**src/rtl/raster_pkg.sv**
```systemverilog
// Shared raster-path defaults and types, used by the coordinate generator and the pixel serializer.
package raster_pkg;

  localparam int DEFAULT_WIDTH      = 256;
  localparam int DEFAULT_HEIGHT     = 256;
  localparam int DEFAULT_POS_COUNT  = 4;
  localparam int DEFAULT_PIXEL_BITS = 16;

  typedef logic [DEFAULT_PIXEL_BITS-1:0] pixel_t;

  typedef enum logic [0:0] {
    EMPTY = 1'b0,
    SHIFT = 1'b1
  } ser_state_t;

  // $clog2 that never returns zero, so a 1-entry dimension still gets a 1-bit counter
  function automatic int clog2_min1(input int value);
    int bits;
    bits = $clog2(value);
    return (bits < 1) ? 1 : bits;
  endfunction

endpackage

```
**src/rtl/pixel_serializer_lane_buffer.sv**
```systemverilog
// lane_buffer: one captured input beat of POS_COUNT lane pixels plus its full flag.
module lane_buffer
  import raster_pkg::*;
#(
  parameter int POS_COUNT  = DEFAULT_POS_COUNT,
  parameter int PIXEL_BITS = DEFAULT_PIXEL_BITS
) (
  input  logic                  clk,
  input  logic                  rst,
  input  logic                  load,
  input  logic                  clear,
  input  logic [PIXEL_BITS-1:0] load_data [POS_COUNT],
  output logic [PIXEL_BITS-1:0] lanes     [POS_COUNT],
  output logic                  full
);

  // Load wins over clear so a buffer that drains can be refilled in the same cycle
  always_ff @(posedge clk) begin
    if (rst) begin
      full <= 1'b0;
      for (int i = 0; i < POS_COUNT; i++) begin
        lanes[i] <= '0;
      end
    end else if (load) begin
      full <= 1'b1;
      for (int i = 0; i < POS_COUNT; i++) begin
        lanes[i] <= load_data[i];
      end
    end else if (clear) begin
      full <= 1'b0;
    end
  end

endmodule

```
**src/rtl/pixel_serializer.sv**
```systemverilog
// pixel_serializer: turns POS_COUNT-lane beats into a raster-ordered pixel stream with x/y/addr.
// Define PIXEL_SERIALIZER_SKID_EN to add a hold buffer that sustains one pixel per cycle.
module pixel_serializer
  import raster_pkg::*;
#(
  parameter int WIDTH      = DEFAULT_WIDTH,
  parameter int HEIGHT     = DEFAULT_HEIGHT,
  parameter int POS_COUNT  = DEFAULT_POS_COUNT,
  parameter int PIXEL_BITS = DEFAULT_PIXEL_BITS,
  localparam int WIDTH_BITS  = clog2_min1(WIDTH),
  localparam int HEIGHT_BITS = clog2_min1(HEIGHT),
  localparam int ADDR_BITS   = clog2_min1(WIDTH * HEIGHT),
  localparam int LANE_BITS   = clog2_min1(POS_COUNT)
) (
  input  logic                   clk,
  input  logic                   rst,
  input  logic                   in_valid,
  output logic                   in_ready,
  input  logic [PIXEL_BITS-1:0]  in_pixel [POS_COUNT],
  output logic                   out_valid,
  input  logic                   out_ready,
  output logic [PIXEL_BITS-1:0]  out_pixel,
  output logic [WIDTH_BITS-1:0]  out_x,
  output logic [HEIGHT_BITS-1:0] out_y,
  output logic [ADDR_BITS-1:0]   out_addr,
  output logic                   out_last,
  output logic                   frame_done
);

  ser_state_t             state_r;
  logic [LANE_BITS-1:0]   index_r;
  logic [WIDTH_BITS-1:0]  x_r;
  logic [HEIGHT_BITS-1:0] y_r;
  logic [ADDR_BITS-1:0]   addr_r;
  logic                   out_valid_r;
  logic [PIXEL_BITS-1:0]  out_pixel_r;
  logic                   frame_done_r;

  logic                   accept_s;
  logic                   xfer_s;
  logic                   last_lane_s;
  logic                   drain_s;
  logic [LANE_BITS-1:0]   lane_next_s;
  logic                   x_wrap_s;
  logic                   y_wrap_s;
  logic                   refill_hold_s;
  logic                   refill_in_s;

  logic                   active_load_s;
  logic                   active_clear_s;
  logic                   active_full_s;
  logic [PIXEL_BITS-1:0]  active_load_data_s [POS_COUNT];
  logic [PIXEL_BITS-1:0]  active_data_s      [POS_COUNT];

`ifdef PIXEL_SERIALIZER_SKID_EN
  logic                   hold_load_s;
  logic                   hold_clear_s;
  logic                   hold_full_s;
  logic [PIXEL_BITS-1:0]  hold_data_s [POS_COUNT];

  lane_buffer #(
    .POS_COUNT  (POS_COUNT),
    .PIXEL_BITS (PIXEL_BITS)
  ) u_hold (
    .clk       (clk),
    .rst       (rst),
    .load      (hold_load_s),
    .clear     (hold_clear_s),
    .load_data (in_pixel),
    .lanes     (hold_data_s),
    .full      (hold_full_s)
  );

  assign in_ready = !hold_full_s;
`else
  assign in_ready = !active_full_s;
`endif

  lane_buffer #(
    .POS_COUNT  (POS_COUNT),
    .PIXEL_BITS (PIXEL_BITS)
  ) u_active (
    .clk       (clk),
    .rst       (rst),
    .load      (active_load_s),
    .clear     (active_clear_s),
    .load_data (active_load_data_s),
    .lanes     (active_data_s),
    .full      (active_full_s)
  );

  // Handshake decode and buffer load/clear steering
  always_comb begin
    accept_s       = in_valid && in_ready;
    xfer_s         = out_valid_r && out_ready;
    last_lane_s    = (index_r == LANE_BITS'(POS_COUNT - 1));
    drain_s        = xfer_s && last_lane_s;
    lane_next_s    = index_r + LANE_BITS'(1);
    x_wrap_s       = (x_r == WIDTH_BITS'(WIDTH - 1));
    y_wrap_s       = (y_r == HEIGHT_BITS'(HEIGHT - 1));
    active_clear_s = drain_s;
`ifdef PIXEL_SERIALIZER_SKID_EN
    // A beat arriving just as an unbacked active buffer drains goes straight in, avoiding a bubble
    refill_hold_s  = drain_s && hold_full_s;
    refill_in_s    = drain_s && !hold_full_s && accept_s;
    active_load_s  = (accept_s && (state_r == EMPTY)) || refill_hold_s || refill_in_s;
    hold_load_s    = accept_s && (state_r == SHIFT) && !refill_in_s;
    hold_clear_s   = refill_hold_s;
    for (int i = 0; i < POS_COUNT; i++) begin
      if (refill_hold_s) begin
        active_load_data_s[i] = hold_data_s[i];
      end else begin
        active_load_data_s[i] = in_pixel[i];
      end
    end
`else
    refill_hold_s  = 1'b0;
    refill_in_s    = 1'b0;
    active_load_s  = accept_s;
    for (int i = 0; i < POS_COUNT; i++) begin
      active_load_data_s[i] = in_pixel[i];
    end
`endif
  end

  // EMPTY/SHIFT sequencing, registered pixel outputs and the inline raster coordinate counter
  always_ff @(posedge clk) begin
    if (rst) begin
      state_r      <= EMPTY;
      index_r      <= '0;
      x_r          <= '0;
      y_r          <= '0;
      addr_r       <= '0;
      out_valid_r  <= 1'b0;
      out_pixel_r  <= '0;
      frame_done_r <= 1'b0;
    end else begin
      frame_done_r <= 1'b0;
      case (state_r)
        EMPTY: begin
          if (accept_s) begin
            state_r     <= SHIFT;
            out_valid_r <= 1'b1;
            out_pixel_r <= in_pixel[0];
            index_r     <= '0;
          end
        end
        SHIFT: begin
          if (xfer_s) begin
            frame_done_r <= x_wrap_s && y_wrap_s;
            if (x_wrap_s) begin
              x_r <= '0;
              if (y_wrap_s) begin
                y_r    <= '0;
                addr_r <= '0;
              end else begin
                y_r    <= y_r + HEIGHT_BITS'(1);
                addr_r <= addr_r + ADDR_BITS'(1);
              end
            end else begin
              x_r    <= x_r + WIDTH_BITS'(1);
              addr_r <= addr_r + ADDR_BITS'(1);
            end

            if (!last_lane_s) begin
              index_r     <= lane_next_s;
              out_pixel_r <= active_data_s[lane_next_s];
            end else if (refill_hold_s) begin
              index_r     <= '0;
`ifdef PIXEL_SERIALIZER_SKID_EN
              out_pixel_r <= hold_data_s[0];
`else
              out_pixel_r <= in_pixel[0];
`endif
            end else if (refill_in_s) begin
              index_r     <= '0;
              out_pixel_r <= in_pixel[0];
            end else begin
              index_r     <= '0;
              state_r     <= EMPTY;
              out_valid_r <= 1'b0;
            end
          end
        end
        default: begin
          state_r     <= EMPTY;
          index_r     <= '0;
          out_valid_r <= 1'b0;
        end
      endcase
    end
  end

  assign out_valid  = out_valid_r;
  assign out_pixel  = out_pixel_r;
  assign out_x      = x_r;
  assign out_y      = y_r;
  assign out_addr   = addr_r;
  assign frame_done = frame_done_r;
  assign out_last   = out_valid_r && x_wrap_s && y_wrap_s;

endmodule

```
**config.mk**
```make
export PLATFORM = sky130hd
export DESIGN_NAME = pixel_serializer
export DESIGN_NICKNAME = d
export VERILOG_FILES = /design/src/rtl/raster_pkg.sv /design/src/rtl/pixel_serializer_lane_buffer.sv /design/src/rtl/pixel_serializer.sv
export SDC_FILE = /design/constraint.sdc
export NUM_CORES = 1
export LEC_CHECK = 0
export CORE_MARGIN = 8
export CORE_UTILIZATION = 40
export DETAILED_ROUTE_END_ITERATION = 10
export HOLD_SLACK_MARGIN = 0.06
export PLACE_DENSITY = 0.67
export SYNTH_ARGS = -nofsm -noshare
export SYNTH_HDL_FRONTEND = slang
export SYNTH_SLANG_ARGS = --single-unit
```
**constraint.sdc**
```tcl
create_clock -name clk -period 4.23 [get_ports clk]
set_input_delay 0.423 -clock clk [delete_from_list [all_inputs] [get_ports clk]]
set_output_delay 0.423 -clock clk [all_outputs]
set_load 0.03 [all_outputs]
```
==> flow_summary.json <==
{
  "path_clk_slew_ns": 0.05,
  "slowest_stage": "clkdlybuf4s50_1",
  "powerDensity_nw_per_um2": 451,
  "min_period_ns": 2.90,
  "hold_viol": 0,
  "highest_layer": "met4",
  "synth_top_family_by_area": "simple AND/OR/NAND/NOR gates",
  "met3WireLength_um": 905,
  "io_pins": 120,
  "antennaDiodeCount": 0,
  "vias_per_cell": 5.25,
  "slew_headroom": 0.204,
  "avgRoutedWirePerCell_um": 15.9,
  "synth-xor-area-share": 0.0391,
  "grt_first_pass_wirelength_um": 21500,
  "ys_ff_latch": 118,
  "cts_setup_buffers": 0,
  "cp_max_fo": 5,
  "grt_usage": 0.163,
  "drt_wl_total_um": 13200,
  "crit_buf_inv": 1,
  "synth_top_area_share": 0.479,
  "globalplace.congestion": 0.817,
  "num-nets-final": 745,
  "worstSetupStartpointType": "flip-flop",
  "drc": 0,
  "overflow": 0,
  "initial_utilization": 0.410,
  "max_stage_delay_ns": 0.75,
  "dr_wl_met2_um": 6200,
  "vdd.ir_drop.worst_uv": 248,
  "cp_top_family": "simple AND/OR/NAND/NOR gates",
  "netlist_instances": 567,
  "firstDrtPassIters": 5,
  "portBuffers": 119,
  "cts_tree": "done",
  "first_global_vias": 4422,
  "rsz0062_at_grt": "false",
  "clk_latency_ns": 0.40,
  "antenna_found_initial": 0,
  "synth-warning-count": 0,
  "htreeDepth": 4,
  "yosys-top-cells-area": "dfxtp_1 48%, nand2_1 11%, a21oi_1 9.1%",
  "crit_path_end_kind": "primary output",
  "finish.utilization": 0.571,
  "die-area_um2": 16100,
  "yosysTopAreaCell": "dfxtp_1",
  "crit_required_ns": 3.81,
  "core_area_um2": 12000,
  "ys_seq_area_frac": 0.479,
  "drt_iter0_drc": 377,
  "fmax_ghz": 0.345,
  "cts_resized": 0,
  "nFillCells": 1092,
  "cts_buffers": 17,
  "arrival_ns": 2.48,
  "clockBufferDepth": 2,
  "power.leakage_nw": 2.44,
  "synthToLayoutAreaGrowth_pct": 39.1,
  "muxShareOfSynthArea": 0.108,
  "syn_area_um2": 4930,
  "core.rowCount": 40,
  "grt_max_degree": 82,
  "wl_met1_um": 5930,
  "drive_gt1_frac": 0.0906,
  "drv_cap": 0,
  "fin_crit_sh": 0.686,
  "status": "complete, no violations",
  "slew_violations": 0,
  "vias": 4363,
  "yosys.area_share.simple": 0.202,
  "die_h_um": 127,
  "die_width_um": 127,
  "crit_type": "reg -> out",
  "cp_cell_sequence": "and4_1, nand4_1, nor4_1, clkdlybuf4s50_1",
  "synth-compound-area-share": 0.126,
  "root_buffer": "clkbuf_16",
  "cts.sinks": 118,
  "tightest_slew_ns": 1.19,
  "hold_buffers": 0,
  "syn_area_per_cell_um2": 8.69,
  "hold_class": "reg -> reg",
  "skew_ns": 0.00809,
  "tns_ns": 0,
  "synthDistinctLibCells": 37,
  "dp_hpwl_um": 9100,
  "synthAdderAreaFrac": 0.0102,
  "syn_nets": 639,
  "ant_nets": 0,
  "setup_viol": 0
}
## final timing paths
path / to / slack [ns] / from / depth (start not counted)
hold reg to reg: u_active.lanes[7] / 0.45 / u_active.lanes[7] / 2
setup / recovery: out_last / 1.33 / out_y[4] / 4
setup reg to reg: out_pixel[14] / 1.73 / index_r[0] / 5
hold / removal: u_active.lanes[7] / 0.45 / u_active.lanes[7] / 2
## cells in the mapped netlist (all sizes together)
master	count
nor2b	1
buf	10
nor3b	1
and4	2
xnor2	17
o21ai	18
o21ba	1
a31o	1
xor2	5
o221ai	1
a21oi	91
nand4	8
dfxtp	118
nor4	8
o31ai	3
a22oi	1
nor3	15
clkbuf	29
a31oi	1
or3	3
nor2	27
nand2b	1
o22ai	1
ha	4
or4	3
mux2i	17
nand3	14
nand2	140
inv	7
mux4	16
and3	3
## where the power goes
part	leakage [nW]	internal (mW)	total (mW)	switching, mW
Combinational	1.16	0.151	0.323	0.172
Clock	0.319	1.08	1.57	0.484
Sequential	0.965	1.17	1.20	0.0331
Total	2.44	2.40	3.09	0.689
## worst reg2reg max path: cells and delay by family (launching register included)
kind,cells,cell delay [ns]
fa+ha+maj,1,0.97
buf+inv,1,0.22
compound gates,1,0.09
mux,2,0.74
flops,1,0.29
## metrics by stage
step | hold slack, ns | std cells | power (mW) | area, um2 | setup WS [ns]
3_5_place_dp | 0.447 | 801 | 1.55 | 6210 | 1.55
4_1_cts | 0.455 | 831 | 3.12 | 6860 | 1.37
3_3_place_gp | 0.440 | 801 | 1.54 | 6210 | 1.65
5_1_grt | 0.471 | 831 | 3.20 | 6860 | 1.23
6_report | 0.453 | 831 | 3.09 | 6860 | 1.33
2_1_floorplan | 0.433 | 567 | 1.40 | 4930 | 1.78
## sequential cells by signal (all words and copies together), names as in the netlist
name / count
frame_done: 1
index_r: 2
out_addr: 16
out_pixel: 16
out_valid: 1
out_x: 8
out_y: 8
state_r: 1
u_active.full: 1
u_active.lanes: 64
## logic make-up (layout without fill, tap and decap cells)
group,count (synthesis),after routing
multiplexers,33,33
AO/OA/AOI/OAI,118,118
adder cells (fa/ha/maj),4,4
AND/OR/NAND/NOR,226,226
buffers and inverters,46,163
flip-flops,118,118
XOR/XNOR,22,22
## placed cells by master (no fill, tap or decap), drive strengths merged, types with 5 or more instances in the layout
| cell | count |
|---|---|
| o21ai | 18 |
| bufinv | 5 |
| mux4 | 16 |
| xor2 | 5 |
| nand3 | 14 |
| mux2i | 17 |
| inv | 7 |
| dfxtp | 118 |
| xnor2 | 17 |
| a21oi | 91 |
| nor3 | 15 |
| nand4 | 8 |
| nand2 | 140 |
| buf | 8 |
| nor2 | 27 |
| clkdlybuf4s50 | 118 |
| nor4 | 8 |
| clkbuf | 21 |
## final cells by class
type | instances | area, um2 | share of cell area
Multi-Input combinational cell | 403 | 2400 | 0.350
Inverter | 7 | 26.3 | 0.00383
Tap cell | 147 | 184 | 0.0268
Sequential cell | 118 | 2360 | 0.344
Timing Repair Buffer | 126 | 1240 | 0.181
Clock buffer | 21 | 470 | 0.0686
Clock inverter | 9 | 174 | 0.0254
## per-layer routing
metal | up-vias | global-route usage
li1 | 2176 | -
met1 | 2056 | 0.200
met2 | 119 | 0.267
met3 | 12 | 0.0487
met4 | 0 | 0.0546
met5 | - | 0
Power figures use the tool's default switching activity.
==> edit (same flow settings) <==
Build with the macro `PIXEL_SERIALIZER_SKID_EN` defined.
--- a/src/rtl/pixel_serializer.sv
+++ b/src/rtl/pixel_serializer.sv
@@ -1,4 +1,6 @@
 // pixel_serializer: turns POS_COUNT-lane beats into a raster-ordered pixel stream with x/y/addr.
 // Define PIXEL_SERIALIZER_SKID_EN to add a hold buffer that sustains one pixel per cycle.
+`define PIXEL_SERIALIZER_SKID_EN
+
 module pixel_serializer
   import raster_pkg::*;
Formal check against the unedited RTL: not equivalent (Yosys sat finds a counterexample within 4 cycles, from zero or initial values and one cycle with rst high).
==> edit against the unedited design <==
  * Power rose by 34%
  * Routed wire length rose by 56%
  * Critical path depth rose by 1
  * First-iteration DRC count rose by 17%
  * Sequential cell count rose by 64
  * Area after synthesis rose by 65%
  * Register-to-register slack got worse by 0.14 ns
  * Setup slack improved by 0.057 ns
  * Design area rose by 47%
  * Critical path type unchanged
  * Largest cell class unchanged
  * Highest routed layer unchanged
==> edit: results (changes against the unedited design) <==
Global route
  – Vias in the first global route: 6046 (was 4422)
  – Initial antenna violation count: 0 (unchanged)
  – GRT met3 Usage: 0.04059 (was 0.04867)
  – Met2 usage: 0.2422 (was 0.2669)
  – Overall global routing resource usage: 0.1594 (was 0.1630)
  – Largest net degree at the start of global routing: 75 (was 82)
  – First-pass GRT wire length: 32.99 mm (was 21.53 mm)
  – GRT met1 Usage: 0.2204 (was 0.2005)

Logic synthesis
  – Post-synthesis mux area share: 0.1470 (was 0.1076)
  – Ys flop type: dfxtp_1 (unchanged)
  – Synth async-reset ratio: 0 (unchanged)
  – Synth Net Count: 972 (was 639)
  – Commonest cells post-synth: 182 x dfxtp_1, 139 x nand2_1, 112 x nor2_1 (was 140 x nand2_1, 118 x dfxtp_1, 90 x a21oi_1)
  – Compound-cell area share of the yosys netlist: 0.1574 (was 0.1256)
  – Main area contributors after synthesis: dfxtp_1 45%, mux2i_1 12%, nand2_1 6.4% (was dfxtp_1 48%, nand2_1 11%, a21oi_1 9.1%)
  – Yosys warning total: 0 (unchanged)
  – Unique cell type count in the Yosys netlist: 48 (was 37)
  – XOR/XNOR share of the synthesized area: 0.02363 (was 0.03909)
  – Sequential area share after synthesis: 0.4468 (was 0.4792)
  – Post-Synth Adder-Cell Area: 0.006138 (was 0.01015)

Placement
  – Place WS: 1.317 ns (was 1.554 ns)
  – HPWL Detailed: 14.31 mm (was 9.102 mm)
  – Port Buffers: 119 (unchanged)
  – Routability cong.: 0.7899 (was 0.8171)

Clocking
  – Root buf cell: clkbuf_16 (unchanged)
  – Post-CTS Setup Inserts: 0 (unchanged)
  – Worst-Skew Late Latency: 0.43 ns (was 0.40 ns)
  – Htree depth: 4 (unchanged)
  – Clock transition at path regs: 0.07 ns (was 0.05 ns)
  – CTS max path bufs: 2 (unchanged)
  – Post-CTS sizing: 0 (unchanged)
  – TritonCTS Buffers: 17 (unchanged)

Power
  – Leak: 3.780 nW (was 2.439 nW)
  – Highest ir drop seen on vdd: 0.2780 mV (was 0.2475 mV)

Timing
  – Final Skew: 0.005430 ns (was 0.008086 ns)
  – Worst slew pin tran: 1.218 ns (was 1.193 ns)

Detailed routing
  – DRT Pass-1 Iters: 5 (unchanged)
  – Vias: 6486 (was 4363)
  – Initial DRC count: 441 (was 377)
  – WL final: 20.50 mm (was 13.17 mm)

Final layout
  – Nets: 1047 (was 745)
  – Ant. Diodes: 0 (unchanged)
  – Largest regs: u_active.lanes: 64 flops, u_hold.lanes: 64 flops
  – Fraction of layout cells with a size suffix above 1: 0.09109 (was 0.09064)

Hold path
  – Worst min-delay path class: input port to flip-flop (was flip-flop to flip-flop)

Worst setup path
  – CP Max Fanout: 4 (was 5)
  – Crit path DAT: 2.42 ns (was 2.48 ns)

Status
  – Status: complete, no violations (unchanged)
[edit: metrics by stage]
step	area [sq um]	power, W	hold WS, ns	std cells	util
floorplan	8154	0.002268	0.4338	900	-
global placement	9410	0.002457	0.4406	1226	0.4681
detailed placement	9410	0.002466	0.4458	1226	0.4681
CTS	10050	0.004192	0.4326	1258	0.5000
global route	10050	0.004337	0.4525	1258	0.5000
finish	10050	0.004159	0.4469	1258	0.5000
[edit: path summary, 6_finish.rpt]
kind / startpoint / end / slack [ns] / depth (start not counted)
hold reg to reg: u_hold.lanes[1]$_SDFFE_PP0P_ / u_hold.lanes[1]$_SDFFE_PP0P_ / 0.45 / 2
setup / recovery: out_y[0]$_SDFFE_PP0P_ / out_last / 1.39 / 5
hold / removal: rst / out_x[6]$_SDFFE_PP0P_ / 0.45 / 2
setup reg to reg: index_r[1]$_SDFFE_PP0P_ / u_active.lanes[27]$_SDFFE_PP0P_ / 1.59 / 6
[edit: layout make-up]
| class | instances | area (sq um) |
|---|---|---|
| Tap cell | 270 | 337.8 |
| Sequential cell | 182 | 3645 |
| Clock inverter | 15 | 216.5 |
| Timing Repair Buffer | 128 | 1269 |
| Clock buffer | 17 | 425.4 |
| Fill cell | 1896 | 10050 |
| Multi-Input combinational cell | 641 | 4140 |
| Inverter | 5 | 18.77 |
[edit: per-layer routing]
metal,vias up,wire length (microns)
met5,-,0
met4,0,212
met3,17,903
met2,145,9127
met1,2996,10260
li1,3328,-
[edit: kinds of logic (layout without fill, tap and decap cells)]
kind of cell / after synthesis / count (layout)
mux: 115 / 115
simple gates: 317 / 317
flops: 182 / 182
compound gates: 183 / 183
xor+xnor: 22 / 22
fa+ha+maj: 4 / 4
buf+inv: 77 / 165
[edit: power breakdown]
| part | switching, W | total [W] | internal (W) |
|---|---|---|---|
| sequential | 0.0000648 | 0.00189 | 0.00182 |
| clock | 0.000722 | 0.00173 | 0.00101 |
| combinational | 0.000305 | 0.000540 | 0.000235 |
[edit: critical path: stages (launching register included)]
cell	delay (ns)
dfxtp_1	0.42
ha_1	0.20
nand3_1	0.12
nor3_1	0.33
and4_1	0.25
clkdlybuf4s50_1	0.67
